$ cat config.mk
export PLATFORM = sky130hd
export DESIGN_NAME = serial_conv_scheduler
export DESIGN_NICKNAME = d
export VERILOG_FILES = /design/src/rtl/serial_conv_scheduler_pkg.sv /design/src/rtl/serial_conv_scheduler_phase_cnt.sv /design/src/rtl/serial_conv_scheduler.sv
export SDC_FILE = /design/constraint.sdc
export NUM_CORES = 1
export LEC_CHECK = 0
export CORE_MARGIN = 2
export CORE_UTILIZATION = 45
export DETAILED_ROUTE_END_ITERATION = 10
export PLACE_DENSITY = 0.74
export SLEW_MARGIN = 20
export SYNTH_ARGS = -nofsm -noshare
export SYNTH_HDL_FRONTEND = slang
export SYNTH_SLANG_ARGS = --single-unit
$ cat constraint.sdc
create_clock -name clk -period 3.7 [get_ports clk]
set_input_delay 0.74 -clock clk [delete_from_list [all_inputs] [get_ports clk]]
set_output_delay 0.74 -clock clk [all_outputs]
set_load 0.01 [all_outputs]
$ cat src/rtl/serial_conv_scheduler_pkg.sv
// serial_conv_scheduler_pkg: state encoding and default phase lengths for the conv scheduler.
package serial_conv_scheduler_pkg;
   localparam int DEF_LOAD_CYCLES  = 18;
   localparam int DEF_DRAIN_CYCLES = 2;
   typedef enum logic [2:0] {
      S_IDLE  = 3'd0,
      S_LOAD  = 3'd1,
      S_DRAIN = 3'd2,
      S_CAPT  = 3'd3,
      S_OUT   = 3'd4,
      S_FIN   = 3'd5
   } state_t;
endpackage

$ cat src/rtl/serial_conv_scheduler_phase_cnt.sv
// serial_conv_scheduler_phase_cnt: loadable down-counter timing the LOAD and DRAIN phases.
module serial_conv_scheduler_phase_cnt #(
   parameter int W = 5
) (
   input  logic         clk,
   input  logic         rst,
   input  logic         i_load,
   input  logic [W-1:0] i_load_val,
   input  logic         i_en,
   output logic         o_zero
);
   logic [W-1:0] r_cnt;
   always_ff @(posedge clk or negedge rst) begin
      if (!rst) r_cnt <= '0;
      else if (i_load) r_cnt <= i_load_val;
      else if (i_en && r_cnt != '0) r_cnt <= r_cnt - 1'b1;
   end
   assign o_zero = (r_cnt == '0);
endmodule

$ cat src/rtl/serial_conv_scheduler.sv
// serial_conv_scheduler: runs loader+PE over a batch of conv windows, streaming one result per job.
// Optional SERIAL_SCHED_ABORT_EN adds an abort input that returns any active batch to IDLE.
module serial_conv_scheduler
   import serial_conv_scheduler_pkg::*;
#(
   parameter int ADDR_W       = 8,
   parameter int RES_W        = 16,
   parameter int LOAD_CYCLES  = DEF_LOAD_CYCLES,
   parameter int DRAIN_CYCLES = DEF_DRAIN_CYCLES
) (
   input  logic              clk,
   input  logic              rst,
`ifdef SERIAL_SCHED_ABORT_EN
   input  logic              abort,
`endif
   input  logic              start,
   input  logic [7:0]        num_jobs,
   input  logic [ADDR_W-1:0] base_addr,
   input  logic [ADDR_W-1:0] addr_step,
   output logic              busy,
   output logic              done,
   output logic              err,
   output logic              ld_en,
   output logic [ADDR_W-1:0] ld_feature_baseaddr,
   input  logic              ld_is_done,
   input  logic [RES_W-1:0]  pe_result,
   output logic              res_valid,
   input  logic              res_ready,
   output logic [RES_W-1:0]  res_data,
   output logic [7:0]        res_idx
);
   localparam int CNT_W = $clog2(LOAD_CYCLES + 1);
   state_t            r_state, w_state_nxt;
   logic [7:0]        r_num, r_job;
   logic [ADDR_W-1:0] r_step, r_addr;
   logic [RES_W-1:0]  r_res;
   logic [7:0]        r_idx;
   logic              r_err;
   logic              w_zero, w_cnt_load, w_cnt_en, w_last_job, w_abort, w_hs;
   logic [CNT_W-1:0]  w_cnt_val;
`ifdef SERIAL_SCHED_ABORT_EN
   assign w_abort = abort && (r_state != S_IDLE);
`else
   assign w_abort = 1'b0;
`endif
   assign w_last_job = (r_job == r_num - 8'd1);
   assign w_hs       = (r_state == S_OUT) && res_ready && !w_abort;
   always_ff @(posedge clk or negedge rst) begin
      if (!rst) r_state <= S_IDLE;
      else r_state <= w_state_nxt;
   end
   always_comb begin
      w_state_nxt = r_state;
      busy        = (r_state != S_IDLE);
      done        = (r_state == S_FIN);
      ld_en       = (r_state == S_LOAD);
      res_valid   = (r_state == S_OUT);
      case (r_state)
         S_IDLE:  if (start) w_state_nxt = (num_jobs == 8'd0) ? S_FIN : S_LOAD;
         S_LOAD:  if (w_zero) w_state_nxt = S_DRAIN;
         S_DRAIN: if (w_zero) w_state_nxt = S_CAPT;
         S_CAPT:  w_state_nxt = S_OUT;
         S_OUT:   if (res_ready) w_state_nxt = w_last_job ? S_FIN : S_LOAD;
         default: w_state_nxt = S_IDLE;
      endcase
      if (w_abort) w_state_nxt = S_IDLE;
   end
   // Counter reloads only on entry to a timed phase, so it reads zero on the phase's last cycle.
   assign w_cnt_load = (w_state_nxt != r_state) && (w_state_nxt == S_LOAD || w_state_nxt == S_DRAIN);
   assign w_cnt_val  = (w_state_nxt == S_LOAD) ? CNT_W'(LOAD_CYCLES - 1) : CNT_W'(DRAIN_CYCLES - 1);
   assign w_cnt_en   = (r_state == S_LOAD) || (r_state == S_DRAIN);
   serial_conv_scheduler_phase_cnt #(.W(CNT_W)) u_phase_cnt (
      .clk        (clk),
      .rst        (rst),
      .i_load     (w_cnt_load),
      .i_load_val (w_cnt_val),
      .i_en       (w_cnt_en),
      .o_zero     (w_zero)
   );
   always_ff @(posedge clk or negedge rst) begin
      if (!rst) begin
         r_num  <= '0;
         r_job  <= '0;
         r_step <= '0;
         r_addr <= '0;
         r_res  <= '0;
         r_idx  <= '0;
         r_err  <= 1'b0;
      end else begin
         if (r_state == S_IDLE && start) begin
            r_num  <= num_jobs;
            r_step <= addr_step;
            r_job  <= '0;
            r_addr <= base_addr;
            r_err  <= 1'b0;
         end
         // Loader must flag done exactly on the final enable cycle; the count still drives the FSM.
         if (r_state == S_LOAD && ld_is_done != w_zero) r_err <= 1'b1;
         if (r_state == S_CAPT) begin
            r_res <= pe_result;
            r_idx <= r_job;
         end
         if (w_hs && !w_last_job) begin
            r_job  <= r_job + 8'd1;
            r_addr <= r_addr + r_step;
         end
      end
   end
   assign err                 = r_err;
   assign ld_feature_baseaddr = r_addr;
   assign res_data            = r_res;
   assign res_idx             = r_idx;
endmodule

==> metrics <==
Synth cell types 50; Max Cap Violations 0; Post-synth EDFFs 0; clock sinks 65; CP max stage cell nor2_2; Buf+Inv Stages, Crit Path 1; final setup margin 0.591 ns; CTS root buf clkbuf_8; status complete, no violations; Crit path required time 3.92 ns; crit path max fanout 28; Startpoint Class flop; CTS tree done; nets@finish 505; CORE AREA 0.00725 mm2; Starting Density 0.464; CP delay by family, top simple AND/OR/NAND/NOR gates; Post-Syn Area 0.00336 mm2; HP Class primary input to async pin; first-pass GRT wire length 13200 um; drt pass-1 iters 4; hold_buf cts 0; largest net degree at the start of global routing 33; proportion of netlist area held by the largest area contributor 0.483; initial antenna violation count 0; IO Count 82; Total GRT Usage 0.200; Area growth, synth to finish 32.7%; via count 2823; CP cell instances inv_1 -> ha_1 -> or3b_1 -> o31ai_1 -> a2111oi_0 -> o211a_1 -> nor2_2 -> nor2_2 -> a221o_1; WL/cell 13.7 um; clock slew at reported path FFs 0.07 ns; fmax 322 MHz; Slew HR 0.317; Setup Viol. Count Final 0; setup TNS 0 ns; unrepaired setup endpoints after global routing false; slew of the pin with the lowest slew margin 1.02 ns; Synthesized Nets 424; clk_skew 0.00611 ns; final wirelength 7580 um; Place WS 0.611 ns; final clock period utilization by the worst path 0.840; Crit Path Class flop to flop; gr ovfl total 0; vias per cell 5.10; Area contributors post-synth dfrtp_1, nand2_1, ha_1; synthesized area per cell 9.14 um2; Slew Limit Fails 0; VDD IR max 0.000332 V; Worst EP arrival 3.33 ns; Die H 90.5 um; Final Critical Period 3.11 ns; H-tree depth 3; PortBufs 81; Synth top cells by count nand2_1, dfrtp_1, nor2_1; post-synthesis sequential area ratio 0.483; Critical Path Max Stage Delay 0.81 ns; DRC errors left 0; Post-Syn Instances 368; reg2reg path depth 9; most used cell, CP nor2_2; CP Depth 9; Final Hold Viols 0; diode count 0; row count 31; post-DP HPWL 5630 um; post-synthesis async set-or-reset flop share 1.00; share of post-route cells with drive strength above 1 0.0793; DRT iter0 DRCs 166; Leakage Power 2.09 nW; GP Congestion 0.816; count leader, synth nand2_1; CTS Buf Count 9; DIE WIDTH 90.5 um; clock buffer depth 2; Die Area 0.00818 mm2; Synth Register Bits 65; Worst-Skew Late Latency 0.34 ns; P per Cell Area 759 mW/mm2; Setup Buffers After CTS 0; Yosys top cell by area dfrtp_1; PostCTS Resize Cnt 0; YS warnings 0; Main synth FF type dfrtp_1; Antenna Violating Nets Remaining 0; vias in the first global route 2833; Worst setup EP type flop
[power by group]
group          internal, mW  switching, mW  total [mW]
combinational         0.822          0.771        1.59
clock                 0.309          0.281       0.590
sequential            0.980          0.228        1.21
total                  2.11           1.28        3.39
[kinds of logic after synthesis]
group / count (synthesis) / share of synthesized area
flops: 65 / 0.483
mux: 16 / 0.0524
buf+inv: 28 / 0.0316
fa+ha+maj: 11 / 0.0431
compound gates: 48 / 0.0982
xor+xnor: 20 / 0.0521
simple gates: 180 / 0.239
[metrics by stage]
| stage | utilization | instances | hold slack (ns) | cell area, um2 | power [mW] |
|---|---|---|---|---|---|
| 3_3_place_gp | 0.589 | 537 | 0.456 | 4270 | 2.76 |
| 2_1_floorplan | - | 368 | 0.444 | 3360 | 2.20 |
| 3_5_place_dp | 0.589 | 537 | 0.461 | 4270 | 2.83 |
| 4_1_cts | 0.616 | 553 | 0.465 | 4470 | 3.43 |
| 5_1_grt | 0.616 | 553 | 0.491 | 4470 | 3.67 |
| 6_report | 0.616 | 553 | 0.449 | 4470 | 3.39 |
[layer usage]
layer / global-route usage / part of all wire / up-vias
li1: - / - / 1400
met1: 0.265 / 0.45 / 1327
met2: 0.318 / 0.47 / 85
met3: 0.0401 / 0.060 / 11
met4: 0.0859 / 0.017 / 0
met5: 0 / 0 / -
[cell usage in the layout, fill, tap and decap left out, drive strengths merged, types with 3 or more instances in the layout]
| cell | synthesis | routed |
|---|---|---|
| nand2 | 114 | 114 |
| clkdlybuf4s50 | 0 | 80 |
| dfrtp | 65 | 65 |
| nor2 | 19 | 19 |
| o21ai | 13 | 13 |
| inv | 11 | 11 |
| xnor2 | 11 | 11 |
| ha | 10 | 10 |
| mux2 | 10 | 10 |
| xor2 | 9 | 9 |
| clkbuf | 13 | 9 |
| nand2b | 7 | 7 |
| nor2b | 7 | 7 |
| a21oi | 6 | 6 |
| mux2i | 6 | 6 |
| buf | 3 | 6 |
| nor3 | 5 | 5 |
| nand3 | 5 | 5 |
| a221o | 4 | 4 |
| a22o | 4 | 4 |
| a211oi | 4 | 4 |
| clkinv | 1 | 4 |
| or3 | 3 | 3 |
| and2 | 3 | 3 |
| nand3b | 3 | 3 |
| a31oi | 3 | 3 |
| and3 | 3 | 3 |
| clkinvlp | 0 | 3 |
[state kept, by name, indices dropped and copies added (netlist names), 3 cells and up]
name,cells
r_state,3
res_data,16
r_num,8
r_job,8
u_phase_cnt.r_cnt,5
ld_feature_baseaddr,8
res_idx,8
r_step,8
[layout make-up]
class,instances,area [um2]
Fill cell,640,2790
Multi-Input combinational cell,275,1630
Sequential cell,65,1630
Timing Repair Buffer,86,843
Clock buffer,9,124
Tap cell,99,124
Clock inverter,7,71.3
Inverter,12,45.0
[path summary, 6_finish.rpt]
check | start | endpoint | slack, ns
max in group asynchronous | rst | res_data[6]$_DFFE_PN0N_ | 2.46
setup reg to reg | r_num[0]$_DFFE_PN0P_ | r_job[4]$_DFFE_PN0P_ | 0.59
min in group clk | res_data[9]$_DFFE_PN0N_ | res_data[9]$_DFFE_PN0N_ | 0.48
hold reg to reg | res_data[9]$_DFFE_PN0N_ | res_data[9]$_DFFE_PN0N_ | 0.48
hold / removal | rst | u_phase_cnt.r_cnt[3]$_DFFE_PN0P_ | 0.45
setup / recovery | r_num[0]$_DFFE_PN0P_ | r_job[4]$_DFFE_PN0P_ | 0.59
Note: power is estimated with default switching activity, not from simulation.
